===== config.mk =====
export PLATFORM = sky130hd
export DESIGN_NAME = karatsuba32_seq_ctrl
export DESIGN_NICKNAME = d
export VERILOG_FILES = /design/src/rtl/karatsuba32_seq_ctrl.sv
export SDC_FILE = /design/constraint.sdc
export NUM_CORES = 1
export LEC_CHECK = 0
export CAP_MARGIN = 0
export CELL_PAD_IN_SITES_DETAIL_PLACEMENT = 1
export CELL_PAD_IN_SITES_GLOBAL_PLACEMENT = 1
export CORE_ASPECT_RATIO = 1.5
export CORE_MARGIN = 3
export CORE_UTILIZATION = 40
export DETAILED_ROUTE_END_ITERATION = 16
export GPL_ROUTABILITY_DRIVEN = 0
export PLACE_DENSITY = 0.76
export SLEW_MARGIN = 5
export SYNTH_ARGS = -nofsm -noshare
export SYNTH_HDL_FRONTEND = slang
export SYNTH_SLANG_ARGS = --single-unit
export TNS_END_PERCENT = 100

===== constraint.sdc =====
create_clock -name clk -period 15 [get_ports clk]
set_clock_uncertainty 0.05 [all_clocks]
set_input_delay 3.75 -clock clk [delete_from_list [all_inputs] [get_ports clk]]
set_output_delay 3.75 -clock clk [all_outputs]
set_load 0.02 [all_outputs]

===== src/rtl/karatsuba32_seq_ctrl.sv =====
// Sequential 32x32 Karatsuba controller driving one shared 18-bit multiplier.
// Optional build macro KSEQ_Z1_CLAMP_EN clamps a negative middle term to zero.
module karatsuba32_seq_ctrl (
  input  logic        clk,
  input  logic        rst,
  input  logic        in_valid,
  output logic        in_ready,
  input  logic [31:0] a,
  input  logic [31:0] b,
  output logic        out_valid,
  input  logic        out_ready,
  output logic [63:0] p,
  output logic [17:0] mul_x,
  output logic [17:0] mul_y,
  input  logic [35:0] mul_p,
  output logic        busy,
  output logic        z1_clamped
);

  typedef enum logic [2:0] {IDLE, MZ0, MZ2, MZ1, COMB, DONE} state_t;

  state_t             state_reg, state_next;
  logic [31:0]        a_reg, b_reg;
  logic [35:0]        z0_reg, z2_reg, s_reg;
  logic [63:0]        p_reg;
  logic               out_valid_reg;
  logic [17:0]        mul_x_reg, mul_y_reg;
  logic [16:0]        sum_a, sum_b;
  logic signed [37:0] m_raw, m_used;
  logic [63:0]        p_calc;

  // State register
  always_ff @(posedge clk) begin
    if (rst) state_reg <= IDLE;
    else     state_reg <= state_next;
  end

  // Next-state logic
  always_comb begin
    state_next = state_reg;
    case (state_reg)
      IDLE:    if (in_valid) state_next = MZ0;
      MZ0:     state_next = MZ2;
      MZ2:     state_next = MZ1;
      MZ1:     state_next = COMB;
      COMB:    state_next = DONE;
      DONE:    if (out_ready) state_next = IDLE;
      default: state_next = IDLE;
    endcase
  end

  // Output logic
  always_comb begin
    in_ready = (state_reg == IDLE);
    busy     = (state_reg != IDLE);
  end

  assign sum_a = {1'b0, a_reg[31:16]} + {1'b0, a_reg[15:0]};
  assign sum_b = {1'b0, b_reg[31:16]} + {1'b0, b_reg[15:0]};

  // Middle term goes negative only if the multiplier is approximate.
  assign m_raw = $signed({2'b00, s_reg}) - $signed({2'b00, z2_reg}) - $signed({2'b00, z0_reg});

`ifdef KSEQ_Z1_CLAMP_EN
  logic z1_clamped_reg;
  logic clamp_hit;
  assign clamp_hit  = m_raw[37];
  assign m_used     = clamp_hit ? '0 : m_raw;
  assign z1_clamped = z1_clamped_reg;

  always_ff @(posedge clk) begin
    if (rst)                    z1_clamped_reg <= 1'b0;
    else if (state_reg == COMB) z1_clamped_reg <= clamp_hit;
  end
`else
  assign m_used     = m_raw;
  assign z1_clamped = 1'b0;
`endif

  assign p_calc = {z2_reg[31:0], 32'b0} + ({{26{m_used[37]}}, m_used} << 16) + {28'b0, z0_reg};

  always_ff @(posedge clk) begin
    if (rst) begin
      a_reg         <= '0;
      b_reg         <= '0;
      z0_reg        <= '0;
      z2_reg        <= '0;
      s_reg         <= '0;
      p_reg         <= '0;
      out_valid_reg <= 1'b0;
      mul_x_reg     <= '0;
      mul_y_reg     <= '0;
    end else begin
      case (state_reg)
        IDLE: if (in_valid) begin
          a_reg     <= a;
          b_reg     <= b;
          mul_x_reg <= {2'b00, a[15:0]};
          mul_y_reg <= {2'b00, b[15:0]};
        end
        MZ0: begin
          z0_reg    <= mul_p;
          mul_x_reg <= {2'b00, a_reg[31:16]};
          mul_y_reg <= {2'b00, b_reg[31:16]};
        end
        MZ2: begin
          z2_reg    <= mul_p;
          mul_x_reg <= {1'b0, sum_a};
          mul_y_reg <= {1'b0, sum_b};
        end
        MZ1: begin
          s_reg     <= mul_p;
          mul_x_reg <= '0;
          mul_y_reg <= '0;
        end
        COMB: begin
          p_reg         <= p_calc;
          out_valid_reg <= 1'b1;
        end
        DONE: if (out_ready) out_valid_reg <= 1'b0;
        default: ;
      endcase
    end
  end

  assign p         = p_reg;
  assign out_valid = out_valid_reg;
  assign mul_x     = mul_x_reg;
  assign mul_y     = mul_y_reg;

endmodule

# Word level (Yosys, flattened, before mapping)

Index checks and enable logic that the tools add are counted.

Flip-flop bits (word level): 276
Bits in latches: 0
Bits in writable memories: 0
ROM bits: 0
Bits of input ports: 104
Output and inout port bits: 104
Logic and storage cells: 40
Memories kept: 0

Add/sub/neg operators: 6
Multiply operators: 0
Divide/modulo/power cells: 0
Order comparisons: 0
Equal/unequal tests: 7
Shift operators: 0
Muxes and demuxes: 9
Bitwise logic cells: 0
Reduce and logical (&&, ||, !) cells: 8

Operators with widths:

| operator                                            | count |
|---|---|
| one-hot mux 18 bit (4 select lines)                 | 2 |
| adder 64 x 36 -> 64 bit                             | 1 |
| adder 64 bit                                        | 1 |
| subtractor 37 x 37 -> 38 bit                        | 1 |
| subtractor 36 x 36 -> 37 bit                        | 1 |
| two-way mux 18 bit                                  | 2 |
| adder 16 x 16 -> 17 bit                             | 2 |
| one-hot mux 3 bit (6 select lines)                  | 1 |
| AND reduction 2 bit                                 | 4 |
| equality test 3 x 2 -> 1 bit, second input constant | 2 |
| equality test 3 bit, second input constant          | 2 |
| two-way mux 3 bit                                   | 2 |
| != test 2 bit, second input constant                | 2 |
| nonzero test 4 bit                                  | 1 |
| equality test 3 x 1 -> 1 bit, second input constant | 1 |
| logical NOT 3 bit                                   | 1 |
| nonzero test 3 bit                                  | 1 |
| one-hot mux 1 bit (2 select lines)                  | 1 |
| nonzero test 2 bit                                  | 1 |
| two-way mux 1 bit                                   | 1 |

# Depth between registers and ports, before layout

Gate-level depths: netlist of run 1.

Depth after elaboration: 4
Depth in mapped cells: 36

# Least setup slack after synthesis of run 1

OpenSTA, ideal clock, no wires.

Path type: flip-flop to flip-flop
Start: register z2_reg[2]
End: register p_reg[60], in the netlist p[60]
Data arrival time: 6.746 ns
Path slack: 8.134 ns
Stages on the path, launching flop included: 35
Cell sequence: dfxtp_1 > inv_1 > ha_1 > nor2b_1 > o31a_1 > o221ai_1 > a21boi_1 > o21a_1 > o21a_1 > o31ai_1 > a21oi_2 > mux2i_1 > or4_1 > ha_1 > a21o_1 > a21o_1 > a21oi_1 > nor2_1 > a211o_1 > o41ai_4 > o2111ai_1 > a21oi_1 > xor2_1 > ha_1 > ha_1 > a21o_1 > a21oi_1 > o21bai_1 > a21o_1 > a21o_1 > a21o_1 > a221oi_1 > xnor2_1 > nand2_1 > a21oi_1

Word-level cells in the longest chain between the ends: 4

RTL lines:

| element                      | line | source |
|---|---|---|
| start: declaration           | 24   | `logic [35:0] z0_reg, z2_reg, s_reg;` |
| start signal: assignment     | 107  | `z2_reg <= mul_p;` |
| subtractor 36 x 36 -> 37 bit | 62   | `assign m_raw = $signed({2'b00, s_reg}) - $signed({2'b00, z2_reg}) - $signed({2'b00, z0_reg});` |
| subtractor 37 x 37 -> 38 bit | 62   |  |
| adder 64 bit *               | 80   | `assign p_calc = {z2_reg[31:0], 32'b0} + ({{26{m_used[37]}}, m_used} << 16) + {28'b0, z0_reg};` |
| adder 64 x 36 -> 64 bit *    | 80   |  |
| end signal: assignment       | 117  | `p_reg <= p_calc;` |
| end: declaration             | 25   | `logic [63:0] p_reg;` |

Mark *: on every way between the ends. The rest lies on a longest branch, timed or not.
A chain may end at the register's enable or synchronous reset.

# Final worst setup path of run 1

Start: register z2_reg[1]
End: register p_reg[60], in the netlist p[60]

The elaborated chain is that of the path after synthesis.

==> results of run 1 <==
area by class of cell:
class / instances / area, um^2 / area share, %
antenna: 1 / 2.50 / 0.0115
clock inverter: 9 / 129 / 0.591
timing repair buffer: 223 / 2190 / 10.0
clock buffer: 47 / 926 / 4.25
tap: 582 / 728 / 3.34
multi-input combinational: 1907 / 11900 / 54.5
inverter: 121 / 454 / 2.08
sequential: 274 / 5490 / 25.2
worst max-delay path: cells and delay by family (launching register included):
kind                       cells  cell delay, ns
AOI/OAI and AO/OA             19            4.34
DFF                            1            0.47
xor gates and xnor gates       2            0.32
and+or+nand+nor                7            1.29
buffers and inverters          1            0.08
adders and majority gates      4            1.31
power by group:
part | total, mW | internal [mW] | switching [mW]
Combinational | 3.44 | 1.31 | 2.13
Clock | 0.803 | 0.474 | 0.330
Sequential | 0.855 | 0.795 | 0.0592
kinds of logic (layout without fill, tap and decap cells):
kind of cell	Yosys count	count (layout)	synth area share [%]
DFF	274	274	30.1
and+or+nand+nor	827	827	19.2
xor gates and xnor gates	116	116	5.57
muxes	8	8	0.439
other	1	4	0.0206
buffers and inverters	236	400	4.93
AOI/OAI and AO/OA	751	751	25.5
adders and majority gates	202	202	14.2
worst max-delay path by stage:
stage               endpoint      start  slack [ns]  cells past startpoint
finish                 p[60]  z2_reg[1]        7.03                     33
CTS                    p[60]  z2_reg[1]        7.13                     33
global route           p[60]  z2_reg[1]        6.50                     33
detailed placement     p[60]  z2_reg[1]        7.25                     33
global placement       p[60]  z2_reg[1]        7.52                     33
floorplan              p[60]  z2_reg[2]        8.13                     34
metal layers:
| metal | track usage [%] | up-vias | share of wire (%) | routed length, um |
|---|---|---|---|---|
| met4 | 10.3 | 0 | 4.1 | 2710 |
| met1 | 27.9 | 8866 | 38 | 25300 |
| met5 | 0 | - | 0 | 0 |
| met2 | 51.1 | 378 | 53 | 35000 |
| met3 | 5.67 | 138 | 5.3 | 3510 |
| li1 | - | 8717 | - | - |
stage by stage:
stage                     std cells  utilization [%]  total power, mW
after floorplan                2417                -             3.30
after global placement         3107             46.2             4.20
after detailed placement       3107             46.2             4.26
after CTS                      3163             48.5             5.10
after global routing           3163             48.5             5.48
final                          3164             48.5             5.10
layout by cell type (no fill, tap or decap), types with 12 or more instances in the layout:
cell,count
dfxtp_1,274
a31oi_1,20
nand3_1,38
and3_1,17
xnor2_1,75
nand4_1,12
clkbuf_16,31
xor2_1,41
o31ai_1,15
o21bai_1,19
or3_1,14
nor3_1,23
inv_1,120
a211oi_1,17
a21oi_1,392
nand2_1,543
buf_4,19
o211ai_1,15
o221ai_1,18
ha_1,193
clkdlybuf4s50_1,203
o21ai_0,76
nor2_1,105
nand2b_1,16
a21o_1,61
o21a_1,24
==> out/summary.txt, run 1 <==
Status: finished clean
DRT antenna net count: 0
CORE AREA: 44,900 um^2
Final Hold Vio Count: 0
Syn Inst Count: 2,415
Via density: 5.72
Min-delay src: mul_x[2]
Total GRT Usage: 26.5%
Number of port buffers: 204
Initial antenna violation count: 1
Max FFs per register: 64
IO Pins: 208
CTS Root Cell: clkbuf_16
Setup tns final: 0 ns
Cell Area, Synth: 18,200 um^2
Synth area leader: dfxtp_1
Die X: 180 um
Slowest cell on crit path: dfxtp_1
Crit path capture type: flop
Largest net degree at the start of global routing: 84
Die height: 267 um
Postcts setup bufs: 0
FILL cells: 5,582
Tmin final: 7.97 ns
MaxCap Viol Count: 0
Global-route wire length before repair: 104,000 um
RR Startpoint: z2_reg[1]
Worst-margin pin slew: 0.993 ns
Reg2reg end: p[60]
Total CTS buffers: 30
Hold_ws: 0.403 ns
Critical path class: reg -> reg
Share of cells above drive strength 1: 4.49%
Ys Warns: 0
Sequential share of the synthesized area: 30.1%
R2R Setup Slk: 7.03 ns
Worst Path Max Fanout: 11
Number of core rows: 95
Hold crit path type: reg -> reg
Clock transition at the registers of the reported paths: 0.06 ns
CTS tree: done
Clock latency on the worst-skew pair: 0.59 ns
Synth area leaders: dfxtp_1 (30%), ha_1 (13%), nand2_1 (11%), a21oi_1 (11%), xnor2_1 (3.6%)
Total global routing overflow: 0
Synthesized area per cell: 7.55 um^2
Synth Flop Type: dfxtp_1
Period utilization: 53.1%
Synth-to-layout area growth: 19.6%
CP Launch Type: flop
Max VDD drop: 140 uV
Share of the synthesized area in the top cell type: 30.1%
Total wire length: 66,500 um
Post-synth ARST share: 0%
Pre-CTS setup slack: 7.25 ns
Die area: 48,200 um^2
Final Worst Setup Slack: 7.03 ns
Clk sinks: 274
Worst stage delay on the critical path: 0.47 ns
Final Instance Area: 21,800 um^2
R2R cell count: 33
Nets: 2,863
Number of synthesized flops with an enable pin: 0
Final Max Slew Viols: 0
Area post-placement: 20,700 um^2
Fmax: 125 MHz
Vias: 18,099
WHS Endpoint: mul_x[2]
Relative slew slack: 33.6%
Top-count cell post-synth: nand2_1
RSZ-0062 raised after global routing: false
Count of hold-fix buffers inserted at cts: 0
Flops & latches, synth: 274
Commonest cells post-synth: nand2_1 (548), a21oi_1 (392), dfxtp_1 (274), ha_1 (193), inv_1 (120)
Hold-critical path depth: 2
Remaining DRCs: 0
DPL Wire Length: 50,500 um
Starting Density: 40.6%
Pleak: 8.74 nW
Drt initial violations: 682
Crit path arrival time: 8.43 ns
Setup violators final: 0
H-tree levels: 1
Vias in the first global route: 19,238
Post-CTS resize count: 0
DR WL/cell: 21.0 um
Synth unique cells: 82
Pwr/cell area: 234 nW/um^2
Clk buf depth: 3
First-pass detailed-route iteration total: 7
Worst Path Required: 15.45 ns
No activity file was read; power rests on OpenSTA's default activity.
==> inputs of run 2 (changes only) <==
==> constraint.sdc (replaced) <==
create_clock -name clk -period 7.8 [get_ports clk]
set_clock_uncertainty 0.05 [all_clocks]
set_input_delay 1.95 -clock clk [delete_from_list [all_inputs] [get_ports clk]]
set_output_delay 1.95 -clock clk [all_outputs]
set_load 0.02 [all_outputs]
==> run 2 against run 1 <==
  * Non-clock buffer count up 7
  * Critical path depth down 2
  * Via count down 0.56%
  * Routed wire length about the same
  * Combinational power up 98%
  * Highest routed layer unchanged
  * Total power up 95%
  * Sequential power up 93%
  * Design area up 0.47%
  * Global-route usage up 0.25 points
  * Flip-flop and latch count unchanged
  * Clock power up 83%
==> out/summary.txt, run 2 (synthesis gave the netlist of run 1 again) <==
Status: finished clean
Nets: 2,871
Number of port buffers: 204
Pleak: 8.77 nW
Total global routing overflow: 0
Largest net degree at the start of global routing: 106
CORE AREA: 44,900 um^2
DRT antenna net count: 0
Finished Core Util: 48.8%
P_int: 4.98 mW
IO Pins: 208
FILL cells: 5,580
Worst Path Max Fanout: 6
Die height: 267 um
Critical path class: reg -> reg
ANT cells: 0
Remaining DRCs: 0
Max VDD drop: 226 uV
Worst stage delay on the critical path: 0.57 ns
Area post-placement: 20,800 um^2
Most common cell after layout, fill and taps aside: nand2_1
Fmax: 135 MHz
Tmin final: 7.43 ns
Starting Density: 40.6%
Number of core rows: 95
Max FFs per register: 64
Non-filler cells, final: 3,171
Seq pwr share: 16.6%
Pwr/cell area: 453 nW/um^2
H-tree levels: 1
Crit path capture type: flop
Final Instance Area: 21,900 um^2
Crit path arrival time: 7.82 ns
Worst-margin pin slew: 1.20 ns
Sw Ratio: 49.8%
Most frequent cells in the layout: nand2_1 (543), a21oi_1 (391), dfxtp_1 (272)
DR WL/cell: 21.0 um
Hold-critical path depth: 2
Slowest cell on crit path: or4_1
Synth-to-layout area growth: 20.2%
Final Worst Setup Slack: 0.366 ns
DPL Wire Length: 50,000 um
Inst Count DP: 3,111
Pre-CTS setup slack: 0.145 ns
R2R cell count: 31
CTS Root Cell: clkbuf_16
RR Startpoint: z2_reg[9]
MaxCap Viol Count: 0
Drt initial violations: 727
First-pass detailed-route iteration total: 5
WHS Endpoint: p[50]
CTS tree: done
Part of the power in the clock network: 14.8%
Worst Path Required: 8.19 ns
CP Buf/Inv Count: 2
Vias: 17,998
Total CTS buffers: 31
Final Max Slew Viols: 0
Relative slew slack: 20.2%
Reg2reg end: p[63]
Die area: 48,200 um^2
Die X: 180 um
Pwr Total: 9.92 mW
Period utilization: 95.3%
Net Sw Power: 4.94 mW
Via density: 5.68
CP Launch Type: flop
Hold crit path type: reg -> reg
Clk buf depth: 3
Comb pwr share: 68.6%
Clock transition at the registers of the reported paths: 0.06 ns
Setup violators final: 0
Min-delay src: p[50]
Vias in the first global route: 19,409
Total GRT Usage: 26.7%
Final Hold Vio Count: 0
R2R Setup Slk: 0.37 ns
Crit-path leading delay family: compound AO/OA/AOI/OAI gates
Clk sinks: 274
Global-route wire length before repair: 105,000 um
Total wire length: 66,500 um
Share of cells above drive strength 1: 5.37%
Initial antenna violation count: 1
Clock latency on the worst-skew pair: 0.60 ns
[run 2: power by group through the flow]
stage          sequential, mW  clock, mW  combinational (mW)
2_1_floorplan            1.69          0                4.66
3_3_place_gp             1.67          0                6.42
3_5_place_dp             1.67          0                6.56
4_1_cts                  1.65       1.51                6.64
5_1_grt                  1.66       1.56                7.44
6_report                 1.65       1.47                6.81
[run 2: worst reg2reg max path, delay by kind of cell, from the launching register on]
family	cells	cell delay [ns]
AOI/OAI and AO/OA	18	3.99
xor gates and xnor gates	2	0.35
adders and majority gates	4	1.20
buffers and inverters	2	0.27
DFF	1	0.35
muxes	1	0.13
and+or+nand+nor	4	0.95
[run 2: layout make-up]
cell class | count | area (um^2) | share of cell area [%]
well taps | 582 | 728 | 3.32
repair buffers | 230 | 2240 | 10.2
clock inverters | 13 | 126 | 0.577
clock buffers | 44 | 875 | 3.99
flip-flops and latches | 274 | 5490 | 25.0
inverters | 121 | 454 | 2.07
multi-input cells | 1907 | 12000 | 54.8
[run 2: routing by layer]
| layer | vias up | global-route usage (%) | part of all wire [%] |
|---|---|---|---|
| li1 | 8703 | - | - |
| met1 | 8836 | 28.3 | 38 |
| met2 | 333 | 52.2 | 53 |
| met3 | 126 | 5.04 | 4.6 |
| met4 | 0 | 9.94 | 3.9 |
| met5 | - | 0 | 0 |
[run 2: timing repair]
action                     CTS  global route
buffers inserted             0             3
setup endpoints to repair    0            14
gates resized for setup      0            20
hold buffers                 0             0
[run 2: how the worst max path moves through the flow]
| stage | startpoint | to | slack [ns] | cells after the start |
|---|---|---|---|---|
| finish | z2_reg[9] | p[63] | 0.37 | 31 |
| global route | z2_reg[2] | p[60] | -0.01 | 34 |
| CTS | z2_reg[2] | p[62] | 0.09 | 34 |
| detailed placement | z2_reg[2] | p[62] | 0.15 | 34 |
| global placement | z2_reg[2] | p[60] | 0.43 | 34 |
| floorplan | z2_reg[2] | p[60] | 0.93 | 34 |
[run 2: stage by stage]
stage          TNS, ns  hold WS (ns)
6_report             0         0.405
5_1_grt        -0.0191         0.426
4_1_cts              0         0.407
3_5_place_dp         0         0.398
3_3_place_gp         0         0.389
2_1_floorplan        0         0.386
==> inputs of run 3 (changes only) <==
--- a/config.mk
+++ b/config.mk
@@ -14,7 +14,8 @@
 export DETAILED_ROUTE_END_ITERATION = 16
 export GPL_ROUTABILITY_DRIVEN = 0
 export PLACE_DENSITY = 0.76
-export SLEW_MARGIN = 5
+export SKIP_LAST_GASP = 1
+export SLEW_MARGIN = 20
 export SYNTH_ARGS = -nofsm -noshare
 export SYNTH_HDL_FRONTEND = slang
 export SYNTH_SLANG_ARGS = --single-unit
==> run 3 against run 2 <==
  * Count of clock-buffer cells in the layout did not move
  * Maximum frequency barely moved
  * Core utilization barely moved
  * Largest cell class unchanged
==> out/summary.txt, run 3 (synthesis gave the netlist of run 1 again) <==
CTS tree: done
Die X: 180 um
MaxCap Viol Count: 0
Inst Count DP: 3,111
WP depth: 31
Hold crit path type: reg -> reg
Hold-critical path depth: 2
Share of cells above drive strength 1: 5.37%
Slowest cell on crit path: or4_1
Pwr/cell area: 453 nW/um^2
Total wire length: 66,500 um
Period utilization: 95.3%
Worst-margin pin slew: 0.953 ns
Die height: 267 um
Number of core rows: 95
IO Pins: 208
H-tree levels: 1
Setup violators final: 0
Final Max Slew Viols: 0
Most frequent cells in the layout: nand2_1 (543), a21oi_1 (391), dfxtp_1 (272)
Critical path class: reg -> reg
Pleak: 8.78 nW
Drt initial violations: 694
Count of hold-fix buffers inserted at cts: 0
Crit-path leading delay family: compound AO/OA/AOI/OAI gates
Number of port buffers: 204
Pwr Total: 9.92 mW
ANT cells: 0
Crit path arrival time: 7.82 ns
CTS Root Cell: clkbuf_16
Worst stage delay on the critical path: 0.57 ns
Initial antenna violation count: 1
Via density: 5.67
Total CTS buffers: 31
Crit path capture type: flop
Starting Density: 40.6%
Clk buf depth: 3
Final Hold Vio Count: 0
Pre-CTS setup slack: 0.145 ns
Clk sinks: 274
Non-filler cells, final: 3,171
Total global routing overflow: 0
Vias: 17,975
DR WL/cell: 21.0 um
Global-route wire length before repair: 105,000 um
Status: finished clean
Setup tns final: 0 ns
Remaining DRCs: 0
Synth-to-layout area growth: 20.2%
Worst Path Required: 8.19 ns
CORE AREA: 44,900 um^2
Nets: 2,871
R2R cell count: 31
Clock latency on the worst-skew pair: 0.60 ns
DRT antenna net count: 0
Tmin final: 7.43 ns
Largest net degree at the start of global routing: 106
Fmax: 135 MHz
Hold_ws: 0.405 ns
Vias in the first global route: 19,409
Max VDD drop: 226 uV
Most common cell after layout, fill and taps aside: nand2_1
Final Worst Setup Slack: 0.369 ns
Die area: 48,200 um^2
Total GRT Usage: 26.7%
Max FFs per register: 64
CP Buf/Inv Count: 2
Clock transition at the registers of the reported paths: 0.06 ns
DPL Wire Length: 50,000 um
Relative slew slack: 36.2%
First-pass detailed-route iteration total: 4
CP Launch Type: flop
Worst Path Max Fanout: 6
==> run 3: cell counts in the layout (fill, tap and decap cells not counted) <==
No cell type changed its count.
==> run 3: through the flow <==
stage               cell area (um^2)  utilization [%]
floorplan                      18200                -
global placement               20800             46.2
detailed placement             20800             46.2
CTS                            21800             48.5
global route                   21900             48.8
finish                         21900             48.8
==> run 3: power breakdown <==
group          switching [mW]  leakage, nW  internal [mW]  total [mW]
Sequential              0.115         2.23           1.53        1.65
Combinational            4.20         6.04           2.61        6.81
Clock                   0.624        0.500          0.843        1.47
Total                    4.94         8.78           4.98        9.92
==> run 3: routing by layer <==
metal	wire length, um	vias to the layer above	global-route usage (%)
met3	3010	122	5.04
met2	35400	319	52.2
met1	25500	8828	28.3
met4	2620	0	9.94
met5	0	-	0
li1	-	8706	-
==> run 3: path summary, 6_finish.rpt <==
check / start / endpoint / slack, ns
min: p[50] / p[50] / 0.40
max: z2_reg[10] / p[63] / 0.37
max reg2reg: z2_reg[10] / p[63] / 0.37
min reg2reg: p[50] / p[50] / 0.40
==> run 3: worst reg2reg max path, delay by kind of cell (launching register included) <==
kind	cells	cell delay, ns
AO/OA/AOI/OAI	18	3.99
XOR/XNOR	2	0.35
adder cells (fa/ha/maj)	4	1.19
buffers and inverters	2	0.25
flip-flops	1	0.36
multiplexers	1	0.13
AND/OR/NAND/NOR	4	0.96
==> run 3: layout make-up <==
type | count | area (um^2)
fillers | 5579 | 23000
multi-input cells | 1907 | 12000
flip-flops and latches | 274 | 5490
repair buffers | 230 | 2240
clock buffers | 44 | 875
well taps | 582 | 728
inverters | 121 | 454
clock inverters | 13 | 126
==> run 3: what timing repair did <==
| item | CTS | global route |
|---|---|---|
| resized for setup | 0 | 20 |
| setup buffers | 0 | 3 |
| setup endpoints to repair | 0 | 14 |
